==> src/rtl/fp_div_seq.sv <==
// IEEE-754 single divide sequencer wrapping an external fixed-latency divider.
// Special operands (NaN, inf, zero) are resolved locally and never reach the divider.
// Latency: DIV_LATENCY+1 cycles from accept on the divider path, 1 cycle for special operands.
// Backpressure: one operation in flight; in_ready only when idle; the result is held until out_ready.
// FP_DIV_SEQ_DENORM_FLUSH_EN: when defined, subnormal operands are classified as signed zero.
module fp_div_seq #(
    parameter int XLEN        = 32,
    parameter int DIV_LATENCY = 4
) (
    input  logic            clk,
    input  logic            rst,
    input  logic            in_valid,
    output logic            in_ready,
    input  logic [XLEN-1:0] in_a,
    input  logic [XLEN-1:0] in_b,
    output logic [XLEN-1:0] div_a,
    output logic [XLEN-1:0] div_b,
    input  logic [XLEN-1:0] div_result,
    output logic            out_valid,
    input  logic            out_ready,
    output logic [XLEN-1:0] out_result,
    output logic            out_overflow,
    output logic            out_underflow,
    output logic            out_exception
);
    localparam int EW = 8;
    localparam int MW = XLEN - 1 - EW;
    localparam logic [3:0]      CNT_LOAD = 4'(DIV_LATENCY - 1);
    localparam logic [XLEN-1:0] QNAN     = {1'b0, {EW{1'b1}}, 1'b1, {(MW-1){1'b0}}};

    typedef enum logic [1:0] {IDLE, WAIT, DONE} state_t;

    state_t          state_q, state_d;
    logic [3:0]      cnt_q, cnt_d;
    logic [XLEN-1:0] a_q, a_d;
    logic [XLEN-1:0] b_q, b_d;
    logic [XLEN-1:0] res_q, res_d;
    logic            ovf_q, ovf_d;
    logic            unf_q, unf_d;
    logic            exc_q, exc_d;

    logic [EW-1:0]   a_exp, b_exp, r_exp;
    logic            a_man_nz, b_man_nz;
    logic            a_nan, b_nan, a_inf, b_inf, a_zero, b_zero;
    logic            res_sign, special, spec_exc;
    logic [XLEN-1:0] spec_res;

    // Operand classification on the incoming pair, used only on the accept edge.
    always_comb begin
        a_exp    = in_a[XLEN-2 -: EW];
        b_exp    = in_b[XLEN-2 -: EW];
        a_man_nz = |in_a[MW-1:0];
        b_man_nz = |in_b[MW-1:0];
        a_nan    = (&a_exp) & a_man_nz;
        b_nan    = (&b_exp) & b_man_nz;
        a_inf    = (&a_exp) & ~a_man_nz;
        b_inf    = (&b_exp) & ~b_man_nz;
`ifdef FP_DIV_SEQ_DENORM_FLUSH_EN
        a_zero   = ~|a_exp;
        b_zero   = ~|b_exp;
`else
        a_zero   = (~|a_exp) & ~a_man_nz;
        b_zero   = (~|b_exp) & ~b_man_nz;
`endif
        res_sign = in_a[XLEN-1] ^ in_b[XLEN-1];

        special  = 1'b1;
        spec_exc = 1'b0;
        spec_res = {res_sign, {(XLEN-1){1'b0}}};
        if (a_nan | b_nan | (a_zero & b_zero) | (a_inf & b_inf)) begin
            spec_res = QNAN;
            spec_exc = 1'b1;
        end else if (b_zero & ~a_zero & ~a_inf) begin
            spec_res = {res_sign, {EW{1'b1}}, {MW{1'b0}}};
            spec_exc = 1'b1;
        end else if (a_inf) begin
            spec_res = {res_sign, {EW{1'b1}}, {MW{1'b0}}};
        end else if (b_inf | a_zero) begin
            spec_res = {res_sign, {(XLEN-1){1'b0}}};
        end else begin
            special  = 1'b0;
        end
    end

    assign r_exp = div_result[XLEN-2 -: EW];

    always_comb begin
        state_d = state_q;
        cnt_d   = cnt_q;
        a_d     = a_q;
        b_d     = b_q;
        res_d   = res_q;
        ovf_d   = ovf_q;
        unf_d   = unf_q;
        exc_d   = exc_q;
        case (state_q)
            IDLE: begin
                if (in_valid) begin
                    a_d = in_a;
                    b_d = in_b;
                    if (special) begin
                        res_d   = spec_res;
                        ovf_d   = 1'b0;
                        unf_d   = 1'b0;
                        exc_d   = spec_exc;
                        state_d = DONE;
                    end else begin
                        cnt_d   = CNT_LOAD;
                        state_d = WAIT;
                    end
                end
            end
            WAIT: begin
                if (cnt_q == 4'd0) begin
                    res_d   = div_result;
                    ovf_d   = &r_exp;
                    unf_d   = (~|r_exp) & (|a_q[XLEN-2:0]);
                    exc_d   = 1'b0;
                    state_d = DONE;
                end else begin
                    cnt_d = cnt_q - 4'd1;
                end
            end
            DONE: begin
                // Only returning to IDLE here keeps a new accept off the handshake edge.
                if (out_ready) begin
                    state_d = IDLE;
                end
            end
            default: state_d = IDLE;
        endcase
    end

    always_ff @(posedge clk) begin
        if (rst) begin
            state_q <= IDLE;
            cnt_q   <= 4'd0;
            a_q     <= '0;
            b_q     <= '0;
            res_q   <= '0;
            ovf_q   <= 1'b0;
            unf_q   <= 1'b0;
            exc_q   <= 1'b0;
        end else begin
            state_q <= state_d;
            cnt_q   <= cnt_d;
            a_q     <= a_d;
            b_q     <= b_d;
            res_q   <= res_d;
            ovf_q   <= ovf_d;
            unf_q   <= unf_d;
            exc_q   <= exc_d;
        end
    end

    assign in_ready      = (state_q == IDLE);
    assign out_valid     = (state_q == DONE);
    assign div_a         = a_q;
    assign div_b         = b_q;
    assign out_result    = res_q;
    assign out_overflow  = ovf_q;
    assign out_underflow = unf_q;
    assign out_exception = exc_q;
endmodule
==> config.mk <==
export PLATFORM = sky130hd
export DESIGN_NAME = fp_div_seq
export DESIGN_NICKNAME = d
export VERILOG_FILES = /design/src/rtl/fp_div_seq.sv
export SDC_FILE = /design/constraint.sdc
export NUM_CORES = 1
export LEC_CHECK = 0
export ABC_AREA = 1
export CORE_AREA = 2 2 149 78
export DETAILED_ROUTE_END_ITERATION = 10
export DIE_AREA = 0 0 151 80
export PLACE_DENSITY = 0.88
export SLEW_MARGIN = 40
export SYNTH_ARGS = -nofsm -noshare
export SYNTH_HDL_FRONTEND = slang
export SYNTH_SLANG_ARGS = --single-unit
==> constraint.sdc <==
create_clock -name clk -period 3.05 [get_ports clk]
set_input_delay 0.61 -clock clk [delete_from_list [all_inputs] [get_ports clk]]
set_output_delay 0.61 -clock clk [all_outputs]
set_load 0.005 [all_outputs]
==> results.yml, run 1 <==
cts:
  cts_buffers: 9
  hold_buffers: 0
  cts_tree: "done"
  insertion_delay_ns: 0.34
  post_cts_resized: 0
  cts_setup_buffers: 0
  clk_path_buf_depth: 2
  cts-root-buf: "clkbuf_16"
  path_clk_slew_ns: 0.07
  cts.sinks: 105
  htree_levels: 3
logic_synthesis:
  syn_avg_cell_area_um2: 7.29
  ys_top_cells_by_area: "dfxtp_1 42%, nor2_1 15%, nand2_1 9.2%"
  synth_commonest_cells: "199 x nor2_1, 122 x nand2_1, 105 x dfxtp_1"
  synth_seq_cells: 105
  yosysWarnings: 0
  syn-cell-area_um2: 4980
  synthArstFlopShare_pct: 0
  synthCells: 683
  yosysTopAreaCellShare_pct: 42.2
  synth_area_leader_cell: "dfxtp_1"
  ys.flop_type: "dfxtp_1"
  yosysMostFrequentCell: "nor2_1"
  syn_nets: 785
  synth-seq-area-share_pct: 42.2
  synth-edff-count: 0
  ys_types: 34
floorplanning:
  start_util_pct: 46.4
  dieWidth_um: 151
  dieArea_um2: 12100
  coreArea_um2: 10700
  die_y_um: 80
  rows: 27
  ios: 201
timing:
  fin_crit_sh_pct: 82.6
  rsz0062_at_grt: "no"
  clock_skew_ns: 0.0102
  tightest_slew_ns: 0.624
  fmax_ghz: 0.397
  drv_slew: 0
  finalSetupViolCount: 0
  tns_ns: 0
  max_slew_margin_pct: 58.3
  final-hold-violation-count: 0
  min_period_ns: 2.52
power:
  power.density_nw_per_um2: 543
  vdd_drop_max_v: 0.000376
  p_leak_uw: 0.00294
cells_and_area:
  syn2layout_area_growth_pct: 46.1
  instances_no_fill: 1015
  drive_gt1_share_pct: 11.4
  fillCellCount: 968
  diodes: 0
  finalNetCount: 967
global_route:
  grt_pass1_wl_um: 22400
  first_global_vias: 4640
  antenna_found_initial: 0
  grtUsageMet1_pct: 32.4
  met3_usage_pct: 7.26
  grt_remaining_overflow: 0
  grt_usage_pct: 23.5
  busiest_layer: "met2"
  grt_max_degree: 62
  met2_usage_pct: 36.6
routing:
  drt-total-wl_um: 14000
  drc: 0
  ant_nets: 0
  drt_pass1_iterations: 5
  drt_iter0_drc: 238
  post_drt_wl_per_cell_um: 13.8
  viasPerCell: 4.97
  vias: 5042
setup_path:
  critPathMaxFanout: 50
  start_kind: "input port"
  r2r-start: "state_q[0]"
  crit_required_ns: 3.28
  r2r_slack_ns: 0.86
  cp-end-kind: "flop"
  startpoint: "in_b[6]"
  cp.arrival_ns: 2.75
  crit_type: "in -> reg"
worst_hold_path:
  hp-class: "reg -> reg"
  hold_start: "div_a[29]"
run_status:
  status: "finished clean"
place:
  place_inst: 999
  portBuffers: 200
  dpl.hpwl_um: 10500
  gp_congestion: 0.845
job:
  cap_violations: 0
[cell families after synthesis]
group | Yosys count | synth area share [%]
AO/OA/AOI/OAI | 111 | 13.3
XOR/XNOR | 1 | 0.176
adder cells (fa/ha/maj) | 2 | 0.502
buffers and inverters | 72 | 8.16
flip-flops | 105 | 42.2
AND/OR/NAND/NOR | 392 | 35.7
[through the flow]
step	util [%]	setup WS, ns	total power (uW)	hold slack (ns)	cell area [um2]
2_1_floorplan	-	1.15	2330	0.452	4980
3_3_place_gp	65.1	0.365	2860	0.462	7000
3_5_place_dp	65.1	0.250	2890	0.471	7000
4_1_cts	67.7	0.601	3980	0.482	7280
5_1_grt	67.7	0.349	4180	0.507	7280
6_report	67.7	0.531	3950	0.476	7280
[path summary, 6_finish.rpt]
| check | to | depth (start not counted) |
|---|---|---|
| setup / recovery | out_exception | 14 |
| hold / removal | div_a[29] | 2 |
| setup reg to reg | out_result[27] | 9 |
| hold reg to reg | div_a[29] | 2 |
[cell usage in the layout, fill, tap and decap left out, types with 2 or more instances in the layout]
cell type	netlist	final
nor2_4	5	5
buf_4	1	7
nor4_1	8	8
a21oi_1	16	16
buf_12	0	3
inv_6	0	2
nand2_1	122	121
nand2_2	4	5
clkdlybuf4s50_1	0	200
nor3_1	2	2
nand3_1	9	9
o21ai_0	68	68
nand4_1	8	8
nor2_2	4	4
nand3_2	25	25
inv_2	5	6
dfxtp_1	105	105
a21oi_2	25	25
inv_1	28	27
nor2_1	199	199
ha_1	2	2
clkbuf_16	0	9
[worst max-delay path: stages]
cell	delay, ns
clkdlybuf4s50_1	0.43
nor2_1	0.12
nand2_1	0.06
nor2_1	0.26
nand3_1	0.20
nor2_2	0.16
nand2_1	0.07
nand2_1	0.12
inv_2	0.08
nand3_4	0.08
buf_12	0.30
nand3_2	0.10
nand2_1	0.09
nor2_1	0.04
[flip-flops by register name, summed over array words and instances, names as in the netlist]
register       cells
out_underflow      1
cnt_q              4
out_overflow       1
div_a             32
div_b             32
state_q            2
out_result        32
out_exception      1
[per-layer routing]
metal  wire length (um)  share of wire (%)
met1               6710                 48
met2               5990                 43
met3               1270                9.0
met4                 66               0.47
met5                  0                  0
[layout make-up]
| cell class | count | area, um2 | area share [%] |
|---|---|---|---|
| inverter | 33 | 124 | 1.70 |
| sequential | 105 | 2100 | 28.9 |
| timing repair buffer | 210 | 2110 | 29.1 |
| tap | 145 | 181 | 2.49 |
| multi-input combinational | 506 | 2480 | 34.0 |
| clock inverter | 6 | 50.0 | 0.688 |
| clock buffer | 10 | 229 | 3.15 |
[where the power goes]
part | internal [uW] | leakage [uW] | switching, uW
clock network | 566 | 0.000135 | 522
registers | 1540 | 0.000866 | 115
logic | 615 | 0.00194 | 591
Power figures use the tool's default switching activity.
==> run 2: changes to the inputs <==
Settings changed: CORE_AREA 2 2 149 78 to 2 2 154 81, DIE_AREA 0 0 151 80 to 0 0 156 83, PLACE_DENSITY 0.88 to 0.83.
Clock period 3.05 ns to 2.6 ns, I/O delays scaled along.
==> run 2 against run 1 <==
  * Via count shrank 1.1%
  * Critical endpoint is now out_result[28]
  * Critical path type unchanged
  * Wire length is 2.2% higher
  * Combinational power rose by 19%
  * Flip-flop and latch count did not move
  * Sequential share of layout area fell by 0.37 points
  * Highest routed layer unchanged
  * Register-to-register slack is essentially flat
  * Clock skew shrank 0.0015 ns
==> results.yml, run 2 (synthesized netlist as in run 1, its figures left out) <==
run_status:
  status: "finished clean"
floorplanning:
  dieArea_um2: 12900
  dieWidth_um: 156
  ios: 201
  start_util_pct: 43.2
  rows: 28
  die_y_um: 83
  coreArea_um2: 11500
global_route:
  grtUsageMet1_pct: 32.5
  grt_pass1_wl_um: 22900
  busiest_layer: "met1"
  met2_usage_pct: 31.3
  grt_remaining_overflow: 0
  grt_usage_pct: 22.0
  first_global_vias: 4456
  met3_usage_pct: 6.78
  antenna_found_initial: 0
  grt_max_degree: 68
routing:
  ant_nets: 0
  vias: 4989
  post_drt_wl_per_cell_um: 14.0
  drt_iter0_drc: 311
  drc: 0
  drt_pass1_iterations: 5
  viasPerCell: 4.87
  drt-total-wl_um: 14300
setup_path:
  crit_path_max_incr_delay_ns: 0.42
  cpMostUsedCell: "nand2_1"
  cp.arrival_ns: 2.45
  crit_required_ns: 2.84
  cp-end-kind: "flop"
  critPathMaxFanout: 8
  path_cells: "clkdlybuf4s50_1 -> nor2_1 -> nand2_1 -> nor2_1 -> nand3_1 -> nand2_1 -> nand2_1 -> nand2_1 -> nand2_1 -> buf_4 -> o21ai_1 -> buf_4 -> nand2_1 -> nor2_1 -> nor2_1"
  crit_type: "in -> reg"
  crit_path_top_delay_cell: "clkdlybuf4s50_1"
  start_kind: "input port"
cts:
  cts_buffers: 9
  post_cts_resized: 0
  cts.sinks: 105
  cts-root-buf: "clkbuf_16"
  clk_path_buf_depth: 2
  cts_setup_buffers: 0
  path_clk_slew_ns: 0.08
  insertion_delay_ns: 0.34
  hold_buffers: 0
  cts_tree: "done"
  htree_levels: 3
timing:
  fin_ws_ns: 0.382
  tns_ns: 0
  clock_skew_ns: 0.00863
  min_period_ns: 2.22
  fin_crit_sh_pct: 85.3
  tightest_slew_ns: 0.524
  max_slew_margin_pct: 65.1
  final-hold-violation-count: 0
  rsz0062_at_grt: "no"
  finalSetupViolCount: 0
  fmax_ghz: 0.451
  drv_slew: 0
cells_and_area:
  diodes: 0
  syn2layout_area_growth_pct: 48.0
  final_cell_mix: "200 x clkdlybuf4s50_1, 199 x nor2_1, 121 x nand2_1"
  regArea_um2: 2100
  drive_gt1_share_pct: 11.9
  final_area_um2: 7370
  finalNetCount: 971
  fillCellCount: 1021
  multi_input_area_um2: 2480
  final_common_cell: "clkdlybuf4s50_1"
place:
  portBuffers: 200
  dpl.hpwl_um: 10700
  place_ws_ns: 0.0411
  gp_congestion: 0.878
  placed_area_um2: 7060
power:
  vdd_drop_max_v: 0.000308
  power.density_nw_per_um2: 651
  p_leak_uw: 0.00298
worst_hold_path:
  hp-class: "reg -> reg"
job:
  cap_violations: 0
==> run 2: cell types whose count changed in the layout (fill, tap and decap cells not counted), sizes merged <==
cell / previous run / this run
buf: 10 / 14
bufinv: 0 / 1
clkinv: 2 / 3
clkinvlp: 1 / 0
inv: 36 / 35
==> run 2: worst max-delay path, delay by kind of cell <==
kind	cells	cell delay (ns)
AND/OR/NAND/NOR	11	1.09
buffers and inverters	3	0.73
AO/OA/AOI/OAI	1	0.11
==> run 2: worst paths after layout <==
kind | end | depth (start not counted) | from | slack [ns]
setup / recovery | out_result[28] | 15 | in_b[6] | 0.38
hold / removal | div_a[30] | 2 | div_a[30] | 0.47
setup reg to reg | out_overflow | 8 | state_q[0] | 0.87
hold reg to reg | div_a[30] | 2 | div_a[30] | 0.47
==> run 2: area by class of cell <==
type,instances,area share [%]
clock buffers,10,3.24
multi-input cells,506,33.6
well taps,150,2.55
clock inverters,6,1.00
inverters,33,1.68
repair buffers,214,29.4
flip-flops and latches,105,28.5
==> run 2: power breakdown <==
group / total, uW / internal, uW / switching [uW] / leakage, uW
sequential: 1940 / 1810 / 132 / 0.000866
combinational: 1440 / 739 / 701 / 0.00196
clock: 1420 / 786 / 636 / 0.000154
==> run 2: per-stage QoR <==
stage / hold WS, ns / cells / util [%] / total power [uW]
floorplan: 0.452 / 683 / - / 2740
global placement: 0.461 / 1008 / 61.2 / 3390
detailed placement: 0.462 / 1008 / 61.2 / 3420
CTS: 0.470 / 1024 / 64.0 / 4840
global route: 0.489 / 1024 / 64.0 / 5080
finish: 0.469 / 1024 / 64.0 / 4800
==> run 2: metal layers <==
| layer | vias to the layer above | part of all wire (%) |
|---|---|---|
| met5 | - | 0 |
| met4 | 0 | 0.87 |
| met3 | 13 | 9.0 |
| met2 | 190 | 40 |
| met1 | 2222 | 50 |
| li1 | 2564 | - |
